$ cat src/rtl/mem_bus_arbiter.sv
// Arbitrates the single data-memory bus between store-buffer load/drain and instruction fetch.
// Optional fetch starvation guard enabled by defining ARB_STARVE_GUARD_EN.
module mem_bus_arbiter #(
  parameter int ADDR_W       = 32,
  parameter int SIZE_W       = 2,
  parameter int DATA_W       = 32,
  parameter int STARVE_LIMIT = 8
) (
  input  logic              clk,
  input  logic              rst,
  input  logic [ADDR_W-1:0] stbuf_bus_read_addr,
  input  logic [SIZE_W-1:0] stbuf_bus_read_size,
  input  logic              stbuf_bus_read_req,
  input  logic [ADDR_W-1:0] stbuf_bus_write_addr,
  input  logic [SIZE_W-1:0] stbuf_bus_write_size,
  input  logic [DATA_W-1:0] stbuf_bus_data,
  input  logic              stbuf_bus_write_req,
  output logic [DATA_W-1:0] bus_stbuf_data,
  output logic              bus_stbuf_read_ack,
  output logic              bus_stbuf_write_ack,
  input  logic [ADDR_W-1:0] fetch_bus_read_addr,
  input  logic              fetch_bus_read_req,
  output logic [DATA_W-1:0] bus_fetch_data,
  output logic              bus_fetch_read_ack,
  output logic [ADDR_W-1:0] arb_bus_addr,
  output logic [SIZE_W-1:0] arb_bus_size,
  output logic [DATA_W-1:0] arb_bus_wdata,
  output logic              arb_bus_read_req,
  output logic              arb_bus_write_req,
  input  logic [DATA_W-1:0] bus_arb_rdata,
  input  logic              bus_arb_ack
);

  typedef enum logic [2:0] {
    IDLE   = 3'd0,
    OWN_SR = 3'd1,
    OWN_SW = 3'd2,
    OWN_F  = 3'd3,
    DRAIN  = 3'd4
  } state_t;

  state_t state_r;
  state_t state_n_s;
  logic   starve_hit_s;

  assign bus_stbuf_data      = bus_arb_rdata;
  assign bus_fetch_data      = bus_arb_rdata;
  assign bus_stbuf_read_ack  = (state_r == OWN_SR) && bus_arb_ack;
  assign bus_stbuf_write_ack = (state_r == OWN_SW) && bus_arb_ack;
  assign bus_fetch_read_ack  = (state_r == OWN_F)  && bus_arb_ack;

`ifdef ARB_STARVE_GUARD_EN
  localparam int CNT_W = $clog2(STARVE_LIMIT + 1);
  logic [CNT_W-1:0] starve_cnt_r;

  assign starve_hit_s = (starve_cnt_r == CNT_W'(STARVE_LIMIT));

  // Counts cycles a live fetch request waits without owning the bus.
  always_ff @(posedge clk or negedge rst) begin
    if (!rst) begin
      starve_cnt_r <= {CNT_W{1'b0}};
    end else if (!fetch_bus_read_req) begin
      starve_cnt_r <= {CNT_W{1'b0}};
    end else if ((state_r == IDLE) && (state_n_s == OWN_F)) begin
      starve_cnt_r <= {CNT_W{1'b0}};
    end else if ((state_r != OWN_F) && !starve_hit_s) begin
      starve_cnt_r <= starve_cnt_r + {{(CNT_W-1){1'b0}}, 1'b1};
    end
  end
`else
  assign starve_hit_s = 1'b0;
`endif

  // State register.
  always_ff @(posedge clk or negedge rst) begin
    if (!rst) begin
      state_r <= IDLE;
    end else begin
      state_r <= state_n_s;
    end
  end

  // Next-state: grant in IDLE, release on ack, divert to DRAIN when the owner withdraws.
  always_comb begin
    state_n_s = state_r;
    case (state_r)
      IDLE: begin
        if (starve_hit_s && fetch_bus_read_req) state_n_s = OWN_F;
        else if (stbuf_bus_read_req)            state_n_s = OWN_SR;
        else if (stbuf_bus_write_req)           state_n_s = OWN_SW;
        else if (fetch_bus_read_req)            state_n_s = OWN_F;
        else                                    state_n_s = IDLE;
      end
      OWN_SR: begin
        if (bus_arb_ack)              state_n_s = IDLE;
        else if (!stbuf_bus_read_req) state_n_s = DRAIN;
        else                          state_n_s = OWN_SR;
      end
      OWN_SW: begin
        if (bus_arb_ack)               state_n_s = IDLE;
        else if (!stbuf_bus_write_req) state_n_s = DRAIN;
        else                           state_n_s = OWN_SW;
      end
      OWN_F: begin
        if (bus_arb_ack)              state_n_s = IDLE;
        else if (!fetch_bus_read_req) state_n_s = DRAIN;
        else                          state_n_s = OWN_F;
      end
      DRAIN: begin
        if (bus_arb_ack) state_n_s = IDLE;
        else             state_n_s = DRAIN;
      end
      default: state_n_s = IDLE;
    endcase
  end

  // Bus request fields: latched on grant, frozen while owned, cleared on return to IDLE.
  always_ff @(posedge clk or negedge rst) begin
    if (!rst) begin
      arb_bus_addr      <= {ADDR_W{1'b0}};
      arb_bus_size      <= {SIZE_W{1'b0}};
      arb_bus_wdata     <= {DATA_W{1'b0}};
      arb_bus_read_req  <= 1'b0;
      arb_bus_write_req <= 1'b0;
    end else if (state_r == IDLE) begin
      case (state_n_s)
        OWN_SR: begin
          arb_bus_addr      <= stbuf_bus_read_addr;
          arb_bus_size      <= stbuf_bus_read_size;
          arb_bus_wdata     <= {DATA_W{1'b0}};
          arb_bus_read_req  <= 1'b1;
          arb_bus_write_req <= 1'b0;
        end
        OWN_SW: begin
          arb_bus_addr      <= stbuf_bus_write_addr;
          arb_bus_size      <= stbuf_bus_write_size;
          arb_bus_wdata     <= stbuf_bus_data;
          arb_bus_read_req  <= 1'b0;
          arb_bus_write_req <= 1'b1;
        end
        OWN_F: begin
          arb_bus_addr      <= fetch_bus_read_addr;
          arb_bus_size      <= SIZE_W'(2'b10);
          arb_bus_wdata     <= {DATA_W{1'b0}};
          arb_bus_read_req  <= 1'b1;
          arb_bus_write_req <= 1'b0;
        end
        default: begin
          arb_bus_addr      <= {ADDR_W{1'b0}};
          arb_bus_size      <= {SIZE_W{1'b0}};
          arb_bus_wdata     <= {DATA_W{1'b0}};
          arb_bus_read_req  <= 1'b0;
          arb_bus_write_req <= 1'b0;
        end
      endcase
    end else if (state_n_s == IDLE) begin
      arb_bus_addr      <= {ADDR_W{1'b0}};
      arb_bus_size      <= {SIZE_W{1'b0}};
      arb_bus_wdata     <= {DATA_W{1'b0}};
      arb_bus_read_req  <= 1'b0;
      arb_bus_write_req <= 1'b0;
    end
  end

endmodule

$ cat config.mk
export PLATFORM = sky130hd
export DESIGN_NAME = mem_bus_arbiter
export DESIGN_NICKNAME = d
export VERILOG_FILES = /design/src/rtl/mem_bus_arbiter.sv
export SDC_FILE = /design/constraint.sdc
export NUM_CORES = 1
export LEC_CHECK = 0
export BUFFER_PORTS_ARGS = -buffer_cell sky130_fd_sc_hd__buf_2
export CORE_AREA = 2 2 118 120
export DETAILED_ROUTE_END_ITERATION = 7
export DIE_AREA = 0 0 120 122
export PLACE_DENSITY = 0.64
export SYNTH_ARGS = -nofsm -noshare
export SYNTH_HDL_FRONTEND = slang
export SYNTH_SLANG_ARGS = --single-unit
$ cat constraint.sdc
create_clock -name clk -period 1.4 [get_ports clk]
set_input_delay 0.14 -clock clk [delete_from_list [all_inputs] [get_ports clk]]
set_output_delay 0.14 -clock clk [all_outputs]
set_load 0.02 [all_outputs]
## Yosys cells after proc, flatten, opt, wreduce, memory -nomap -nowiden

Cells that the tools add are included.

| storage, ports and cells | value |
|---|---|
| input bits | 170 |
| memory bits (read-only) | 0 |
| memories kept | 0 |
| output and inout bits | 135 |
| bits in writable memories | 0 |
| register bits after elaboration | 71 |
| latch bits | 0 |
| word-level logic and storage cells | 44 |

| operators by class | value |
|---|---|
| multiplexer cells | 24 |
| $mul | 0 |
| $lt $le $gt $ge | 0 |
| add/subtract/negate cells | 0 |
| div/mod/pow operators | 0 |
| shift operators | 0 |
| bitwise operators | 0 |
| equality and inequality tests | 7 |
| reduce and logical (&&, ||, !) cells | 7 |

Operator list:

| operator | number |
|---|---|
| 32-bit 2-to-1 mux | 4 |
| 32-bit one-hot mux with 3 select lines | 1 |
| 3-bit 2-to-1 mux | 7 |
| 3-bit one-hot mux with 5 select lines | 1 |
| 3-bit by 2-bit == test with 1-bit output (second input constant) | 4 |
| 2-bit 2-to-1 mux | 5 |
| 3-bit by 1-bit == test with 1-bit output (second input constant) | 2 |
| 3-bit zero test | 2 |
| 2-bit one-hot mux with 3 select lines | 1 |
| 1-bit 2-to-1 mux | 5 |
| 3-bit == test (second input constant) | 1 |
| 1-bit logical AND | 3 |
| 2-bit nonzero test | 1 |
| 2-bit OR reduction | 1 |

## Logic depth before layout (Yosys ltp)

Gate-level depths: netlist (run 1).

| depth | value |
|---|---|
| word-level depth | 8 |
| mapped depth | 7 |
| mapped depth without buffers | 4 |

## Worst setup path after synthesis (run 1)

OpenSTA, ideal clock, no wires.

| timing path | value |
|---|---|
| path kind | reg-to-reg |
| start point | register state_r[1] |
| end point | register arb_bus_addr[0] |
| path buffers | 2 |
| required time | 1.266 ns |
| stages on the path, launching flop included | 7 |
| setup slack | -0.100 ns |
| data arrival time | 1.366 ns |
| library setup time | 0.134 ns |
| period minus slack after synthesis | 1.500 ns |
| cell sequence | dfrtp_1 -> buf_6 -> nor3_4 -> nor3_4 -> buf_6 -> a222oi_1 -> o21ai_1 |

| on the way | value |
|---|---|
| longest elaborated chain between the ends | 5 |
| elaborated cells between the ends (all ways) | 13 |
| classes of those cells | eq/ne (7); mux (3); reduce/logical (3) |

RTL lines:

| element | RTL line | RTL |
|---|---|---|
| from (decl) | 42 | `state_t state_r;` |
| from (signal assigned) | 79 | `state_r <= state_n_s;` |
| 3-bit == test, or another cell as far along | 86 | `case (state_r)` |
| 3-bit one-hot mux with 5 select lines | 86 |  |
| 3-bit by 2-bit == test with 1-bit output or 3-bit by 1-bit == test with 1-bit output (tied branches) | 126 | `case (state_n_s)` |
| 32-bit one-hot mux with 3 select lines | 126 |  |
| 32-bit 2-to-1 mux | 125 | `end else if (state_r == IDLE) begin` |
| to (signal assigned) | 120 | `arb_bus_addr <= {ADDR_W{1'b0}};` |
| to (signal assigned) | 128 | `arb_bus_addr <= stbuf_bus_read_addr;` |
| to (signal assigned) | 135 | `arb_bus_addr <= stbuf_bus_write_addr;` |
| to (decl) | 25 | `output logic [ADDR_W-1:0] arb_bus_addr,` |

Parallel ways exist; a longest one is shown, timed or not.
A chain may end at the register's enable or synchronous reset.

## Worst setup path after layout (run 1)

| timing path | value |
|---|---|
| start point | register state_r[2] |
| end point | output bus_stbuf_write_ack |

| on the way | value |
|---|---|
| longest elaborated chain between the ends | 2 |

RTL lines:

| element | RTL line | RTL |
|---|---|---|
| 3-bit by 2-bit == test with 1-bit output | 49 | `assign bus_stbuf_write_ack = (state_r == OWN_SW) && bus_arb_ack;` |
| 1-bit logical AND | 49 |  |
| to (decl) | 20 | `output logic bus_stbuf_write_ack,` |

No other way between the ends.

==> run summary, run 1 <==
===========================================================================
Status ....................................................... finished with violations
Violated checks .............................................. setup timing
Vias per Instance ............................................         4.97
Area of all placed cells without fillers .....................     5150 µm²
Part of the cycle the worst path needs .......................         114%
Diodes inserted ..............................................            0
Average wire per cell in the routed design ...................      17.9 µm
Filler Cells Inserted ........................................         1355
Min-Delay Path Class .........................................       in2reg
Max-slew violation total from the final report ...............            0
Die area .....................................................    14600 µm²
Transition time of the tightest slew-check pin ...............     0.438 ns
PD cells .....................................................  2090 nW/µm²
Later-pin clock latency in the skew report ...................      0.33 ns
Critical path startpoint category ............................     register
Required time worst endpoint .................................      1.26 ns
Synthesized netlist cell count ...............................          332
Static Leakage ...............................................      2.66 nW
Setup Slack @ Placement ......................................    -0.205 ns
Least setup slack across all paths after layout ..............    -0.196 ns
Fmax .........................................................      627 MHz
Peak fanout along the critical path ..........................            4
Routed via count .............................................         3386
Core Rows ....................................................           43
Type of element capturing the critical path ..................  output port
Post-synthesis cell type count ...............................           29
Max clock buf depth ..........................................            2
Final WL .....................................................     12200 µm
Net count of the mapped netlist ..............................          502
Worst vdd rail ir drop .......................................   0.000934 V
Half-perimeter wire length after detailed placement ..........      7930 µm
Synthesized area divided by synthesized cell count ...........     10.8 µm²
Iteration count of the initial detailed-routing pass .........            7
Net count of the finished layout .............................          666
Shortest period the worst path allows ........................      1.60 ns
Total instance count after detailed placement ................          647
Post-layout utilization of the core ..........................        38.2%
Count of port buffers added during placement .................          208
Sequential area share after synthesis ........................        49.4%
Cts bufs inserted ............................................            9
Iteration-0 DRC Markers ......................................          256
CTS tree .....................................................        built
DIE HEIGHT ...................................................       122 µm
Most common cell after layout, fill and taps aside ...........        buf_2
Core area ....................................................    13500 µm²
Commonest non-fill, non-tap cells in the layout .............. buf_2 (204), dfrtp_1 (69), nand2_1 (39)
Yosys reg bits ...............................................           71
Total standard cell area after synthesis .....................     3600 µm²
Warnings, synthesis ..........................................            0
Remaining global-route overflow ..............................            0
Maximum number of pins on one net before global-route repair .           41
Cell chosen for the clock root ...............................    clkbuf_16
Final cell count without fillers .............................          681
Area growth from synthesis to final layout ...................        43.3%
Tot GR Track Use .............................................        15.8%
Fraction of layout cells with a size suffix above 1 ..........        55.3%
Final Hold Violating Endpoints ...............................            0
Min Hold Slack ...............................................    0.0307 ns
First-pass GRT wire length ...................................     17600 µm
Worst clock skew .............................................   0.00550 ns
Worst-path clk slew ..........................................      0.06 ns
Critical Path AT .............................................      1.46 ns
Maximum level of the CTS H-tree ..............................            3
Headroom to the max-slew limit ...............................        70.8%
Setup violations, final ......................................           69
Dpl cell area ................................................     4390 µm²
Final GP Congestion ..........................................        0.825
Type of the setup path with the least slack ..................      reg2out
Initial antenna violation count ..............................            0
Initial Utilization ..........................................        26.6%
DRT antenna net count ........................................            0
RSZ-0062 raised after global routing .........................          yes
Horiz. Die Dim ...............................................       120 µm
Clk sinks ....................................................           71
I/O pin count ................................................          305
# Max-Cap Violations .........................................            0
Vias in the first global route ...............................         3372
DRC violations left ..........................................            0
===========================================================================
## critical path: stages, from the launching register on
cell and delay, ns:
dfrtp_2 0.45, buf_6 0.15, nand2b_4 0.17, nor3b_2 0.19, buf_4 0.18
## metrics by stage
stage               TNS, ns  power [mW]
finish                -4.55        10.8
global route          -9.11        11.5
CTS                   -6.27        10.6
detailed placement    -9.20        7.52
global placement      -5.84        7.41
floorplan             -4.44        6.29
## cells in the mapped netlist
library cell,count,share of area [%]
nor3_1,1,0.14
a211oi_1,1,0.21
inv_1,3,0.31
a22o_1,32,7.8
nand2b_1,2,0.35
dfrtp_1,71,49
o211ai_1,1,0.21
nor3_4,2,0.90
o211a_1,1,0.28
o221ai_1,1,0.24
nor3b_1,2,0.42
nor2_1,6,0.63
nand2_1,40,4.2
a22oi_1,1,0.21
nor2b_1,3,0.52
a31oi_2,1,0.35
a21o_1,1,0.21
buf_6,8,2.5
o21a_1,2,0.42
mux2_2,1,0.31
clkbuf_1,3,0.31
and2_1,1,0.17
o21ai_0,2,0.28
a222oi_1,32,8.9
a31oi_1,1,0.17
buf_2,11,1.5
buf_4,69,14
o21ai_1,32,4.5
and3_1,1,0.17
## kinds of logic after synthesis
| family | synth area share (%) |
|---|---|
| AOI/OAI and AO/OA | 23.7 |
| muxes | 0.313 |
| DFF | 49.4 |
| buffers and inverters | 19.1 |
| and+or+nand+nor | 7.48 |
## metal layers
metal	vias to the layer above	routed length (µm)	GRT usage, %
li1	1508	-	-
met1	1634	4580	17.3
met2	206	6250	27.9
met3	38	1020	4.12
met4	0	330	8.31
met5	-	0	0
## layout make-up
type / count / area [µm²] / share of cell area [%]
Timing Repair Buffer: 244 / 1590 / 30.9
Multi-Input combinational cell: 167 / 1230 / 23.8
Clock buffer: 10 / 229 / 4.44
Sequential cell: 71 / 1780 / 34.5
Clock inverter: 6 / 92.6 / 1.80
Inverter: 3 / 11.3 / 0.218
Tap cell: 180 / 225 / 4.37
## registers in the layout (all words and copies together) (netlist names)
register           flops
arb_bus_wdata         32
state_r                3
arb_bus_read_req       1
arb_bus_addr          32
arb_bus_write_req      1
arb_bus_size           2
## where the power goes
part / internal, mW / switching, mW / total (mW)
Combinational: 2.21 / 2.91 / 5.12
Sequential: 2.77 / 0.455 / 3.22
Clock: 1.57 / 0.882 / 2.45
Total: 6.55 / 4.25 / 10.8
## repair_timing
action	4_1_cts	5_1_grt
endpoints found under the setup margin	69	71
resized for setup	32	18
pin swaps	16	13
hold buffers	1	0
buffers inserted	10	2
endpoints found under the hold margin	31	0
cloned	4	4
## worst paths after layout
kind	start	endpoint	slack (ns)	cells past startpoint
setup / recovery	state_r[2]	bus_stbuf_write_ack	-0.20	4
hold / removal	stbuf_bus_data[17]	arb_bus_wdata[17]	0.03	2
setup reg to reg	state_r[1]	arb_bus_addr[2]	-0.15	5
hold reg to reg	arb_bus_size[0]	arb_bus_size[0]	0.46	2
max in group asynchronous	rst	state_r[2]	0.52	3
min in group asynchronous	rst	arb_bus_wdata[3]	0.29	2
Power figures use the tool's default switching activity.
==> run 2, diff against run 1 <==
HOLD_SLACK_MARGIN = 0.06   (was default)
==> run summary, run 2 (synthesis gave the netlist of run 1 again) <==
================================================================================
Post-layout utilization of the core ...............................        47.2%
Core Rows .........................................................           43
Dpl cell area .....................................................     4390 µm²
Iteration count of the initial detailed-routing pass ..............            7
Diodes inserted ...................................................            0
Core area .........................................................    13500 µm²
Commonest non-fill, non-tap cells in the layout ................... buf_2 (204), dlygate4sd3_1 (119), dfrtp_1 (69)
Initial antenna violation count ...................................            0
Cell chosen for the clock root ....................................    clkbuf_16
Type of element capturing the critical path .......................  output port
Min-Delay Path Class ..............................................       in2reg
Transition time of the tightest slew-check pin ....................     0.448 ns
Average wire per cell in the routed design ........................      18.4 µm
Part of the cycle the worst path needs ............................         116%
Final WL ..........................................................     14800 µm
First-pass GRT wire length ........................................     21000 µm
Slowest cell on crit path .........................................      dfrtp_2
DIE HEIGHT ........................................................       122 µm
Tot GR Track Use ..................................................        18.7%
Final GP Congestion ...............................................        0.825
Remaining global-route overflow ...................................            0
Worst vdd rail ir drop ............................................   0.000957 V
Filler Cells Inserted .............................................         1212
Shortest period the worst path allows .............................      1.63 ns
Net count of the finished layout ..................................          786
Least setup slack across all paths after layout ...................    -0.228 ns
DRC violations left ...............................................            0
PD cells ..........................................................  1760 nW/µm²
Max clock buf depth ...............................................            2
Maximum number of pins on one net before global-route repair ......           41
Half-perimeter wire length after detailed placement ...............      7930 µm
RSZ-0062 raised after global routing ..............................          yes
Violated checks ................................................... setup timing
Count of port buffers added during placement ......................          208
Required time worst endpoint ......................................      1.26 ns
Vias in the first global route ....................................         4223
Area of all placed cells without fillers ..........................     6370 µm²
Later-pin clock latency in the skew report ........................      0.33 ns
Horiz. Die Dim ....................................................       120 µm
Cell type group with the largest total delay on the critical path .   flip-flops
Area growth from synthesis to final layout ........................        77.1%
Routed via count ..................................................         4006
Peak fanout along the critical path ...............................            4
Setup violations, final ...........................................           70
Worst path buffer plus inverter count .............................            2
Largest stage delay, worst path ...................................      0.45 ns
Worst-path clk slew ...............................................      0.06 ns
Iteration-0 DRC Markers ...........................................          428
Final Hold Violating Endpoints ....................................            0
Max-slew violation total from the final report ....................            0
Type of the setup path with the least slack .......................      reg2out
I/O pin count .....................................................          305
Vias per Instance .................................................         5.00
DRT antenna net count .............................................            0
Total chip power ..................................................      11.2 mW
Initial Utilization ...............................................        26.6%
Status ............................................................ finished with violations
Maximum level of the CTS H-tree ...................................            3
Fmax ..............................................................      614 MHz
CTS tree ..........................................................        built
Worst clock skew ..................................................   0.00595 ns
Clk sinks .........................................................           71
Fraction of layout cells with a size suffix above 1 ...............        45.1%
Largest registers ranked by flip-flop count ....................... arb_bus_addr x32, arb_bus_wdata x32, state_r x3
Accumulated negative setup slack ..................................     -6.43 ns
Static Leakage ....................................................      3.17 nW
Min Hold Slack ....................................................    0.0633 ns
Die area ..........................................................    14600 µm²
Cts bufs inserted .................................................            9
# Max-Cap Violations ..............................................            0
Worst path cell trace ............................................. buf_6, nand2b_4, nor3b_2, buf_4
Most common cell after layout, fill and taps aside ................        buf_2
Headroom to the max-slew limit ....................................        70.1%
Critical Path AT ..................................................      1.49 ns
Critical path startpoint category .................................     register
================================================================================
-- run 2: worst paths after layout --
kind | startpoint | cells after the start | slack [ns] | to
hold / removal | fetch_bus_read_addr[2] | 3 | 0.06 | arb_bus_addr[2]
setup reg to reg | state_r[1] | 5 | -0.17 | arb_bus_addr[11]
hold reg to reg | arb_bus_size[0] | 2 | 0.46 | arb_bus_size[0]
setup / recovery | state_r[2] | 4 | -0.23 | bus_stbuf_write_ack
max in group asynchronous | rst | 3 | 0.51 | state_r[2]
min in group asynchronous | rst | 2 | 0.29 | arb_bus_wdata[3]
-- run 2: metrics by stage --
stage | setup WS, ns | cells
final | -0.228 | 801
after global placement | -0.132 | 647
after detailed placement | -0.205 | 647
after global routing | -0.269 | 801
after CTS | -0.141 | 796
after floorplan | -0.0998 | 332
-- run 2: repair_timing --
action | in CTS | in global routing
hold buffers | 119 | 0
buffers inserted | 10 | 3
gates cloned | 4 | 4
setup endpoints to repair | 69 | 71
pin swaps | 16 | 11
hold endpoints to repair | 96 | 0
resized for setup | 32 | 19
-- run 2: cell type report --
class	count	area (µm²)	share of cell area [%]
Multi-Input combinational cell	167	1220	19.1
Inverter	3	11.3	0.177
Sequential cell	71	1780	27.9
Tap cell	180	225	3.54
Clock buffer	10	229	3.60
Clock inverter	6	92.6	1.45
Timing Repair Buffer	364	2810	44.2
-- run 2: layer usage --
metal | track usage, % | vias to the layer above | share of wire [%]
met3 | 4.78 | 64 | 9.1
met5 | 0 | - | 0
met4 | 10.1 | 0 | 3.5
met1 | 19.2 | 1891 | 35
li1 | - | 1750 | -
met2 | 34.7 | 301 | 52
-- run 2: power by group --
part           internal [mW]  switching [mW]
Clock                   1.57           0.903
Sequential              2.77           0.461
Combinational           2.44            3.07
Total                   6.79            4.44
-- run 2: worst register-to-register path, stage by stage (launching register included) --
cell      delay (ns)
dfrtp_1         0.43
nor3_4          0.28
nor3_4          0.08
buf_12          0.18
a222oi_1        0.34
o21ai_1         0.13
==> run 3, diff against run 2 <==
CORE_AREA = default   (was 2 2 118 120)
CORE_ASPECT_RATIO = 0.7   (was default)
CORE_UTILIZATION = 25   (was default)
DIE_AREA = default   (was 0 0 120 122)
PLACE_DENSITY = 0.6   (was 0.64)
==> run summary, run 3 (synthesis gave the netlist of run 1 again) <==
================================================================================
Status ............................................................ finished with violations
Violated checks ................................................... setup timing
Setup violations, final ...........................................           70
Peak fanout along the critical path ...............................           15
PD cells ..........................................................  1770 nW/µm²
Worst path buffer plus inverter count .............................            2
Area of all placed cells without fillers ..........................     5960 µm²
RSZ-0062 raised after global routing ..............................          yes
Flip-flop and latch area ..........................................     1780 µm²
Remaining global-route overflow ...................................            0
Static Leakage ....................................................      2.99 nW
Filler Cells Inserted .............................................         1350
Tot GR Track Use ..................................................        16.1%
Critical Path AT ..................................................      1.82 ns
Cell internal pwr .................................................      6.37 mW
Worst vdd rail ir drop ............................................   0.000888 V
Sw Ratio ..........................................................        39.7%
Critical path startpoint category .................................     register
I/O pin count .....................................................          305
Power share of the clock group ....................................        21.6%
Worst path cell trace ............................................. nor3_4, nor3_4, buf_6, buf_4, a222oi_1, o21ai_1
Depth of the worst register-to-register path ......................            6
Average wire per cell in the routed design ........................      15.7 µm
Diodes inserted ...................................................            0
Switching component of the power ..................................      4.19 mW
Sequential share of power .........................................        30.6%
Fmax ..............................................................      620 MHz
Clk sinks .........................................................           71
Final WL ..........................................................     12300 µm
Type of the setup path with the least slack .......................      reg2reg
First-pass GRT wire length ........................................     18600 µm
Later-pin clock latency in the skew report ........................      0.33 ns
Post-layout utilization of the core ...............................        42.7%
Largest stage delay, worst path ...................................      0.46 ns
Required time worst endpoint ......................................      1.60 ns
Core area .........................................................    14000 µm²
Max clock buf depth ...............................................            2
Cell chosen for the clock root ....................................    clkbuf_16
Final Hold Violating Endpoints ....................................            0
Die area ..........................................................    14900 µm²
Dpl cell area .....................................................     4500 µm²
Maximum number of pins on one net before global-route repair ......           43
Hold Path Cell Cnt ................................................            3
Iteration-0 DRC Markers ...........................................          247
Cell type group with the largest total delay on the critical path .   flip-flops
Vias per Instance .................................................         4.66
Count of port buffers added during placement ......................          208
Maximum level of the CTS H-tree ...................................            3
Initial antenna violation count ...................................            0
Type of element capturing the critical path .......................     register
Half-perimeter wire length after detailed placement ...............      8170 µm
Initial Utilization ...............................................        25.8%
Max-slew violation total from the final report ....................            0
Area growth from synthesis to final layout ........................        65.7%
Most prevalent standard cell on the critical path .................       nor3_4
Logic depth of the worst setup path including buffers .............            6
DIE HEIGHT ........................................................       102 µm
# Max-Cap Violations ..............................................            0
Multi-input logic area ............................................     1190 µm²
Least setup slack across all paths after layout ...................    -0.213 ns
Shortest period the worst path allows .............................      1.61 ns
Core Rows .........................................................           36
DRC violations left ...............................................            0
CTS tree ..........................................................        built
Largest registers ranked by flip-flop count ....................... arb_bus_addr x32, arb_bus_wdata x32, state_r x3
Fraction of layout cells with a size suffix above 1 ...............        44.8%
Net count of the finished layout ..................................          763
Min-Delay Path Class ..............................................       in2reg
Routed via count ..................................................         3672
Transition time of the tightest slew-check pin ....................     0.426 ns
Most common cell after layout, fill and taps aside ................        buf_2
Slowest cell on crit path .........................................      dfrtp_2
Part of the total power dissipated in combinational logic .........        47.8%
Vias in the first global route ....................................         3519
DRT antenna net count .............................................            0
Part of the cycle the worst path needs ............................         115%
Final GP Congestion ...............................................        0.820
Iteration count of the initial detailed-routing pass ..............            6
Worst-path clk slew ...............................................      0.06 ns
Commonest non-fill, non-tap cells in the layout ................... buf_2 (204), dlygate4sd3_1 (103), dfrtp_1 (68)
Worst clock skew ..................................................   0.00461 ns
Cts bufs inserted .................................................            9
Horiz. Die Dim ....................................................       145 µm
Headroom to the max-slew limit ....................................        71.6%
================================================================================
==> run 3: path summary, 6_finish.rpt <==
kind / from / end / slack (ns)
max: state_r[0] / arb_bus_addr[14] / -0.21
max reg2reg: state_r[0] / arb_bus_addr[14] / -0.21
min in group asynchronous: rst / arb_bus_size[0] / 0.31
min: stbuf_bus_read_addr[14] / arb_bus_addr[14] / 0.07
max in group asynchronous: rst / arb_bus_addr[22] / 0.52
min reg2reg: arb_bus_write_req / arb_bus_write_req / 0.47
==> run 3: stage by stage <==
step	std cells	TNS, ns	hold WS [ns]	total power, mW	setup slack, ns
floorplan	332	-4.44	-0.156	6.29	-0.0998
global placement	665	-7.71	0.0977	7.67	-0.203
detailed placement	665	-10.36	0.107	7.74	-0.239
CTS	787	-6.96	0.0607	10.5	-0.152
global route	788	-15.23	0.0655	11.2	-0.284
finish	788	-9.76	0.0732	10.6	-0.213
==> run 3: per-layer routing <==
metal | share of wire [%] | up-vias | global-route usage, %
met1 | 43 | 1741 | 20.0
li1 | - | 1691 | -
met3 | 8.9 | 17 | 5.45
met5 | 0 | - | 0
met2 | 48 | 223 | 26.4
met4 | 0.83 | 0 | 5.67
==> run 3: timing repair <==
action | in CTS | in global routing
hold buffers | 103 | 0
pin swaps | 3 | 13
endpoints found under the setup margin | 70 | 71
buffers inserted | 3 | 1
resized for setup | 18 | 11
endpoints found under the hold margin | 94 | 0
==> run 3: worst reg2reg max path, cell delays in order (launching register included) <==
cell,delay [ns]
dfrtp_2,0.46
nor3_4,0.28
nor3_4,0.08
buf_6,0.16
buf_4,0.15
a222oi_1,0.25
o21ai_1,0.10
==> run 3: area by class of cell <==
type,count,area share [%]
Clock inverter,6,1.13
Clock buffer,10,3.84
Inverter,3,0.189
Multi-Input combinational cell,167,19.9
Sequential cell,71,29.9
Timing Repair Buffer,341,41.0
Tap cell,190,3.99
==> run 3: power by group through the flow <==
stage	combinational [mW]	clock, mW	sequential, mW
final	5.05	2.29	3.23
after global routing	5.41	2.47	3.32
after CTS	4.94	2.38	3.21
after detailed placement	4.52	0	3.22
after global placement	4.45	0	3.22
after floorplan	2.30	0	3.99
